### src/rtl/snitch_icache_tag_ctrl.sv
`default_nettype none
// ============================================================================
// Module   : snitch_icache_tag_ctrl
// Purpose  : Sequencer and arbiter for the instruction-cache tag memory.
//            One shared port into SET_COUNT single-port tag RAMs (1-cycle
//            read latency, entry = {valid, error, tag}) is multiplexed
//            between a full invalidation sweep (flush), refill tag writes
//            and lookups, with fixed priority flush > write > lookup.
//            Lookup read data is compared against the registered tag and
//            returned as a per-way hit vector one cycle after acceptance.
//
// Ports    : clk_i, rst_ni            clock, asynchronous active-low reset
//            flush_valid_i/_ready_o   invalidate-all handshake
//            lookup_*                 lookup request (index + tag)
//            rsp_valid_o/hit_o/err_o  lookup result, one cycle after accept
//            write_*                  refill tag write (index, way, tag, err)
//            busy_o                   invalidation sweep in progress
//            ram_*                    tag RAM port (enable per way, shared
//                                     write enable / address, per-way data)
//
// Options  : SNITCH_ICACHE_TAG_CTRL_INIT_EN
//              defined   - after reset release an INIT sweep clears every
//                          line (LINE_COUNT cycles) before RUN is entered.
//              undefined - the block leaves reset directly in RUN; tag RAM
//                          contents are undefined until a flush is issued.
//
// Revision : 1.0 - initial release
// ============================================================================
module snitch_icache_tag_ctrl #(
  parameter int unsigned SET_COUNT   = 2,
  parameter int unsigned LINE_COUNT  = 128,
  parameter int unsigned TAG_WIDTH   = 20,
  // Derived widths; leave at their defaults.
  parameter int unsigned COUNT_ALIGN = $clog2(LINE_COUNT),
  parameter int unsigned SET_ALIGN   = (SET_COUNT > 1) ? $clog2(SET_COUNT) : 1
) (
  input  logic                                      clk_i,
  input  logic                                      rst_ni,
  // Flush (invalidate all)
  input  logic                                      flush_valid_i,
  output logic                                      flush_ready_o,
  // Lookup request
  input  logic                                      lookup_valid_i,
  output logic                                      lookup_ready_o,
  input  logic [COUNT_ALIGN-1:0]                    lookup_addr_i,
  input  logic [TAG_WIDTH-1:0]                      lookup_tag_i,
  // Lookup response
  output logic                                      rsp_valid_o,
  output logic [SET_COUNT-1:0]                      rsp_hit_o,
  output logic                                      rsp_err_o,
  // Refill tag write
  input  logic                                      write_valid_i,
  output logic                                      write_ready_o,
  input  logic [COUNT_ALIGN-1:0]                    write_addr_i,
  input  logic [SET_ALIGN-1:0]                      write_set_i,
  input  logic [TAG_WIDTH-1:0]                      write_tag_i,
  input  logic                                      write_err_i,
  // Status
  output logic                                      busy_o,
  // Tag RAM port
  output logic [SET_COUNT-1:0]                      ram_enable_o,
  output logic                                      ram_write_o,
  output logic [COUNT_ALIGN-1:0]                    ram_addr_o,
  output logic [SET_COUNT-1:0][TAG_WIDTH+1:0]       ram_wtag_o,
  input  logic [SET_COUNT-1:0][TAG_WIDTH+1:0]       ram_rtag_i
);

  localparam int unsigned ENTRY_WIDTH = TAG_WIDTH + 2;

  // --------------------------------------------------------------------------
  // State encoding
  // --------------------------------------------------------------------------
  localparam logic [1:0] c_ST_RUN   = 2'd1;
  localparam logic [1:0] c_ST_SWEEP = 2'd2;
`ifdef SNITCH_ICACHE_TAG_CTRL_INIT_EN
  localparam logic [1:0] c_ST_INIT  = 2'd0;
  localparam logic [1:0] c_ST_RESET = c_ST_INIT;
`else
  localparam logic [1:0] c_ST_RESET = c_ST_RUN;
`endif

  // --------------------------------------------------------------------------
  // Registers
  // --------------------------------------------------------------------------
  logic [1:0]             state_q, state_d;
  logic [COUNT_ALIGN-1:0] cnt_q, cnt_d;        // sweep line counter
  logic                   rsp_valid_q, rsp_valid_d;
  logic [TAG_WIDTH-1:0]   tag_q, tag_d;        // tag of the lookup in flight

  // --------------------------------------------------------------------------
  // Combinational request/port signals (before reset gating)
  // --------------------------------------------------------------------------
  logic                                w_flush_ready;
  logic                                w_write_ready;
  logic                                w_lookup_ready;
  logic                                w_busy;
  logic [SET_COUNT-1:0]                w_ram_enable;
  logic                                w_ram_write;
  logic [COUNT_ALIGN-1:0]              w_ram_addr;
  logic [SET_COUNT-1:0][ENTRY_WIDTH-1:0] w_ram_wtag;
  logic [SET_COUNT-1:0]                w_set_oh;
  logic [SET_COUNT-1:0]                w_hit;
  logic [SET_COUNT-1:0]                w_err_bits;

  // One-hot way select for refill writes; an out-of-range way selects nothing.
  assign w_set_oh = SET_COUNT'(1) << write_set_i;

  // --------------------------------------------------------------------------
  // Sequencer / arbiter
  // --------------------------------------------------------------------------
  always_comb begin
    state_d        = state_q;
    cnt_d          = cnt_q;
    rsp_valid_d    = 1'b0;
    tag_d          = tag_q;
    w_flush_ready  = 1'b0;
    w_write_ready  = 1'b0;
    w_lookup_ready = 1'b0;
    w_busy         = 1'b0;
    w_ram_enable   = '0;
    w_ram_write    = 1'b0;
    w_ram_addr     = '0;
    w_ram_wtag     = '0;

    case (state_q)
      c_ST_RUN: begin
        if (flush_valid_i) begin
          // The flush itself uses no RAM cycle; the sweep starts next cycle
          // from line 0 (the counter always rests at 0 outside a sweep).
          w_flush_ready = 1'b1;
          state_d       = c_ST_SWEEP;
        end else if (write_valid_i) begin
          w_write_ready = 1'b1;
          w_ram_enable  = w_set_oh;
          w_ram_write   = 1'b1;
          w_ram_addr    = write_addr_i;
          for (int i = 0; i < SET_COUNT; i++) begin
            if (w_set_oh[i]) begin
              w_ram_wtag[i] = {1'b1, write_err_i, write_tag_i};
            end
          end
        end else if (lookup_valid_i) begin
          // All ways are read in parallel; compare happens next cycle.
          w_lookup_ready = 1'b1;
          w_ram_enable   = '1;
          w_ram_addr     = lookup_addr_i;
          rsp_valid_d    = 1'b1;
          tag_d          = lookup_tag_i;
        end
      end

`ifdef SNITCH_ICACHE_TAG_CTRL_INIT_EN
      c_ST_INIT,
`endif
      c_ST_SWEEP: begin
        // Zero-write one line in every way per cycle. LINE_COUNT is a power
        // of two, so the counter wraps back to 0 on the last line.
        w_busy       = 1'b1;
        w_ram_enable = '1;
        w_ram_write  = 1'b1;
        w_ram_addr   = cnt_q;
        cnt_d        = cnt_q + COUNT_ALIGN'(1);
        if (&cnt_q) begin
          state_d = c_ST_RUN;
        end
      end

      default: begin
        state_d = c_ST_RUN;
        cnt_d   = '0;
      end
    endcase
  end

  always_ff @(posedge clk_i or negedge rst_ni) begin
    if (!rst_ni) begin
      state_q     <= c_ST_RESET;
      cnt_q       <= '0;
      rsp_valid_q <= 1'b0;
      tag_q       <= '0;
    end else begin
      state_q     <= state_d;
      cnt_q       <= cnt_d;
      rsp_valid_q <= rsp_valid_d;
      tag_q       <= tag_d;
    end
  end

  // --------------------------------------------------------------------------
  // Tag compare on the RAM read data returned for the lookup in flight
  // --------------------------------------------------------------------------
  for (genvar i = 0; i < SET_COUNT; i++) begin : g_way
    assign w_hit[i]      = rsp_valid_q
                         & ram_rtag_i[i][ENTRY_WIDTH-1]
                         & (ram_rtag_i[i][TAG_WIDTH-1:0] == tag_q);
    assign w_err_bits[i] = ram_rtag_i[i][TAG_WIDTH];
  end

  assign rsp_valid_o = rsp_valid_q;
  assign rsp_hit_o   = w_hit;
  assign rsp_err_o   = |(w_hit & w_err_bits);

  // --------------------------------------------------------------------------
  // Outputs. The ready and RAM signals are partly combinational from the
  // request valids, so they are forced low while reset is asserted; this
  // keeps every output at 0 immediately on reset assertion (including the
  // INIT state, which is the reset state when the init sweep is enabled).
  // --------------------------------------------------------------------------
  assign flush_ready_o  = rst_ni & w_flush_ready;
  assign write_ready_o  = rst_ni & w_write_ready;
  assign lookup_ready_o = rst_ni & w_lookup_ready;
  assign busy_o         = rst_ni & w_busy;
  assign ram_enable_o   = w_ram_enable & {SET_COUNT{rst_ni}};
  assign ram_write_o    = rst_ni & w_ram_write;
  assign ram_addr_o     = w_ram_addr & {COUNT_ALIGN{rst_ni}};
  assign ram_wtag_o     = w_ram_wtag & {(SET_COUNT*ENTRY_WIDTH){rst_ni}};

endmodule
`default_nettype wire
### config.mk
export PLATFORM = sky130hd
export DESIGN_NAME = snitch_icache_tag_ctrl
export DESIGN_NICKNAME = d
export VERILOG_FILES = /design/src/rtl/snitch_icache_tag_ctrl.sv
export SDC_FILE = /design/constraint.sdc
export NUM_CORES = 1
export LEC_CHECK = 0
export CAP_MARGIN = 25
export CORE_MARGIN = 5
export CORE_UTILIZATION = 30
export DETAILED_ROUTE_END_ITERATION = 10
export PLACE_DENSITY = 0.73
export SLEW_MARGIN = 20
export SYNTH_ARGS = -nofsm -noshare
export SYNTH_HDL_FRONTEND = slang
export SYNTH_SLANG_ARGS = --single-unit
### constraint.sdc
create_clock -name clk_i -period 3.3 [get_ports clk_i]
set_clock_uncertainty 0.2 [all_clocks]
set_input_delay 0.33 -clock clk_i [delete_from_list [all_inputs] [get_ports clk_i]]
set_output_delay 0.33 -clock clk_i [all_outputs]
set_load 0.005 [all_outputs]
# ---- Word level (Yosys, flattened, before mapping)
# Index checks and enable logic that the tools add are counted.
dict set report totals {
  regBits 30
  inputBits 105
  elab_cells 59
}
dict set report classes {
  n_addsub 1
  eq_ne 6
  shifts 1
  muxes 28
  bitwise_logic 15
  n_reduce_logical 4
}
# operator count
set ops {}
lappend ops {{$mux 44} 3}
lappend ops {{$and 44x44->44} 1}
lappend ops {{$mux 22} 2}
lappend ops {{$eq 20x20->1} 2}
lappend ops {{$pmux 7 s2} 2}
lappend ops {{$mux 7} 3}
lappend ops {{$mux 1} 10}
lappend ops {{$mux 2} 5}
lappend ops {{$and 1x1->1} 9}
lappend ops {{$pmux 2 s2} 2}
lappend ops {{$add 7x1->7 const B} 1}
lappend ops {{$and 7x7->7} 1}
lappend ops {{$reduce_and 7->1} 1}
lappend ops {{$and 2x2->2} 2}
lappend ops {{$ne 2x2->1 const B} 2}
lappend ops {{$reduce_and 4->1} 1}
lappend ops {{$eq 2x1->1 const B} 1}
lappend ops {{$eq 2x2->1 const B} 1}
lappend ops {{$not 1->1} 2}
lappend ops {{$pmux 1 s2} 1}
lappend ops {{$reduce_and 2->1} 1}
lappend ops {{$reduce_or 2->1} 1}
lappend ops {{$shl 1x1->2 const A} 1}

# ---- Depth between registers and ports, before layout
# Gate-level depths: netlist of run 1.
dict set report logic_depth {
  ltp_word 6
  mapped_depth 7
  mapped_depth_nobuf 6
}

# ---- Worst setup path before layout of run 1
# No wires, ideal clock.
dict set report synth_path {
  kind {reg-to-output}
  from {register state_q[0]}
  to {output port ram_wtag_o[12] (netlist bit)}
  arrival_ns 1.511
  required_time_ns 2.770
  path_slack_ns 1.259
  stages_incl_launch_ff 7
  path_cell_list {dfstp_2 > ha_1 > and3b_1 > and2_1 > and2b_1 > buf_2 > and2_1}
}
# element line_no
set synth_rtl {}
lappend synth_rtl {{from (decl)} 85} ;# logic [1:0] state_q, state_d;
lappend synth_rtl {{from (signal assigned)} 177} ;# state_q <= c_ST_RESET;
lappend synth_rtl {{from (signal assigned)} 182} ;# state_q <= state_d;
lappend synth_rtl {{to (decl)} 64} ;# output logic [SET_COUNT-1:0][TAG_WIDTH+1:0] ram_wtag_o,

==> impl_metrics.ini, run 1 <==
[power]
p_per_area_mw_per_mm2 = 209
design_power_total_mw = 0.845
ir_drop_mv = 0.110
leakage_nw = 1.67

[layout]
fin_util = 0.564
drive_gt1_frac = 0.0905
antenna_cells = 0
fin_cells = 497
design_area_mm2 = 0.00405
nNetsFinal = 505
area_delta_synth_final_pct = 85.1

[worst_setup_path]
cp_max_fo = 22
cp_slowest_cell = dfstp_2
worst_ep_arrival_time_ns = 2.51
cpPeakStageDelay_ns = 0.54
critPathRequiredTime_ns = 2.77
cp_common_cell = and2_1
cp-end-kind = output port
startpoint_type = flip-flop
rr_worst_depth = 5
setup.worst_path.class = reg2out
crit_chain = ha_1 -> and3b_1 -> and2_1 -> and2b_1 -> and2_1 -> clkdlybuf4s50_1

[drt]
route.detailed.drc = 0
top_layer_used = met4
dr.first_iter.drc_count = 36
routed_via_density = 4.69
route.met2.wl_um = 3680
vias = 2329
wirelength_um = 7690
dr.pass1.iters = 4
m1WireLength_um = 3090
wl_per_cell_um = 15.5
ant_nets = 0
wl_met3_um = 835

[placed_design]
placed_area_mm2 = 0.00396
post-place-ws_ns = 0.365
port-buffer-count = 166
dp.cells = 489
dp_hpwl_um = 6380
gp_congestion = 0.748

[global_route]
grt_pass1_wl_um = 11800
grt_pass1_vias = 2461
grt_antenna_before_repair = 0
grt_max_degree = 35
grt_usage = 0.167
grt_overflow = 0

[logic_synthesis]
synth_ff_type = dfrtp_1
ys_warn_count = 0
synth_top_family_by_area = simple AND/OR/NAND/NOR gates
yosys-mux-area-fraction = 0.108
ys_seq_elements = 30
synth_cells = 231
yosysMostFrequentCell = and2_1
synth_compound_area_frac = 0.0721
synth_top_area_share = 0.332
yosysSeqAreaShare = 0.344
synthTopCellsByArea = dfrtp_1 33%, and2_1 13%, mux2_2 11%
synthArstFlopShare = 1.00
syn_area_mm2 = 0.00219
synth_common_cells = 45 x and2_1, 29 x dfrtp_1, 25 x xnor2_1
synth_simple_gate_area_frac = 0.264
syn_area_per_cell_um2 = 9.46
synth_xor_area_frac = 0.168
synth_nets = 339
synthAdderAreaFrac = 0.0172
synth_area_leader_cell = dfrtp_1
synth_edf_count = 0
yosysUniqueCellTypes = 34

[clock_network]
cts_buffers = 5
clk_pin_slew_ns = 0.06
cts_sinks = 30
postCtsHoldBufs = 0
ctsResizeCount = 0
clk_latency_ns = 0.27
clock_tree.buffer_depth = 2
cts.root.buffer_cell = clkbuf_8
postCtsSetupBuffers = 0
cts_htree_levels = 2
cts_tree = built

[job]
drv_cap = 0

[sta]
rsz0062_at_grt = false
clock.fmax_ghz = 0.329
min_period_over_period = 0.920
hold_ws_ns = 0.323
fin_setup_tns_ns = 0
drv_slew = 0
hold_viol_final = 0
max_slew_margin = 0.619
finalSetupViolations = 0
setup_slack_ns = 0.264
period_needed_ns = 3.04
tightestPinTransition_ns = 0.571

[floorplan]
die_h_um = 95.4
rows = 31
die_w_um = 95.4
design.core.area_mm2 = 0.00718
pin_count = 167
start_util = 0.305
fp.dieArea_mm2 = 0.00909

[worst_hold_path]
hold_path_class = reg2reg
hold_path_depth = 1

[status]
status = complete, no violations
-- cells by family after synthesis --
group	Yosys count
adders and majority gates	3
buffers and inverters	14
DFF	30
xor gates and xnor gates	42
muxes	21
AOI/OAI and AO/OA	20
and+or+nand+nor	101
-- cells in the final DEF, fill, tap and decap left out --
cell and n:
o21a_1 1, o22ai_2 1, clkbuf_1 1, a21o_1 2, or4_4 1, xor2_1 17
and2_1 45, dfrtp_1 29, xnor2_1 25, dfstp_2 1, and4b_1 1, nand4_1 4
a22o_1 2, nor2b_1 1, inv_1 3, and4bb_2 1, buf_4 4, a222oi_1 7
nand3_1 9, nor2_1 16, clkinv_2 1, nand2_1 9, o21ai_0 4, nor3_1 1
and3_1 2, or4_1 1, nand2b_1 3, and2b_1 1, ha_1 3, clkdlybuf4s50_1 166
mux2_2 21, and3b_1 1, a21oi_1 3, nor4_1 5, clkbuf_8 6
-- metal layers --
layer	vias up	track usage
li1	1127	-
met2	129	0.287
met1	1065	0.195
met5	-	0
met4	0	0.0409
met3	8	0.0647
-- worst max-delay path: cells and delay by family (launching register included) --
family | cells | cell delay, ns
adder cells (fa/ha/maj) | 1 | 0.18
buffers and inverters | 1 | 0.50
AND/OR/NAND/NOR | 4 | 1.02
flip-flops | 1 | 0.54
-- worst paths after layout --
path | end | startpoint | slack, ns
setup / recovery | ram_wtag_o[10] | state_q[0]$_DFFE_PN1P_ | 0.26
hold / removal | state_q[0]$_DFFE_PN1P_ | state_q[0]$_DFFE_PN1P_ | 0.32
setup reg to reg | tag_q[17]$_DFFE_PN0P_ | state_q[0]$_DFFE_PN1P_ | 0.97
hold reg to reg | state_q[0]$_DFFE_PN1P_ | state_q[0]$_DFFE_PN1P_ | 0.32
max in group asynchronous | state_q[0]$_DFFE_PN1P_ | rst_ni | 2.21
min in group asynchronous | cnt_q[4]$_DFFE_PN0N_ | rst_ni | 0.36
-- sequential cells by signal, summed over array words and instances, names as in the netlist --
name / flops
cnt_q: 7
rsp_valid_o: 1
state_q: 2
tag_q: 20
-- cell type report --
cell class	instances	area (µm²)
Clock buffer	7	86.3
Clock inverter	1	5.00
Tap cell	99	124
Timing Repair Buffer	170	1690
Inverter	3	11.3
Sequential cell	30	752
Fill cell	634	3130
Multi-Input combinational cell	187	1380
-- power breakdown --
group,switching [mW],internal (mW),total [mW],leakage (nW)
Combinational,0.0479,0.132,0.180,1.23
Sequential,0,0.368,0.368,0.396
Clock,0.129,0.168,0.297,0.0482
(Power assumes the default switching activity.)
==> run 2, diff against run 1 <==
Settings changed: ABC_CLOCK_PERIOD_IN_PS set to 3300.
==> results of run 2 <==
Same layout as run 1: the final DEF is identical, and so are final timing and power.
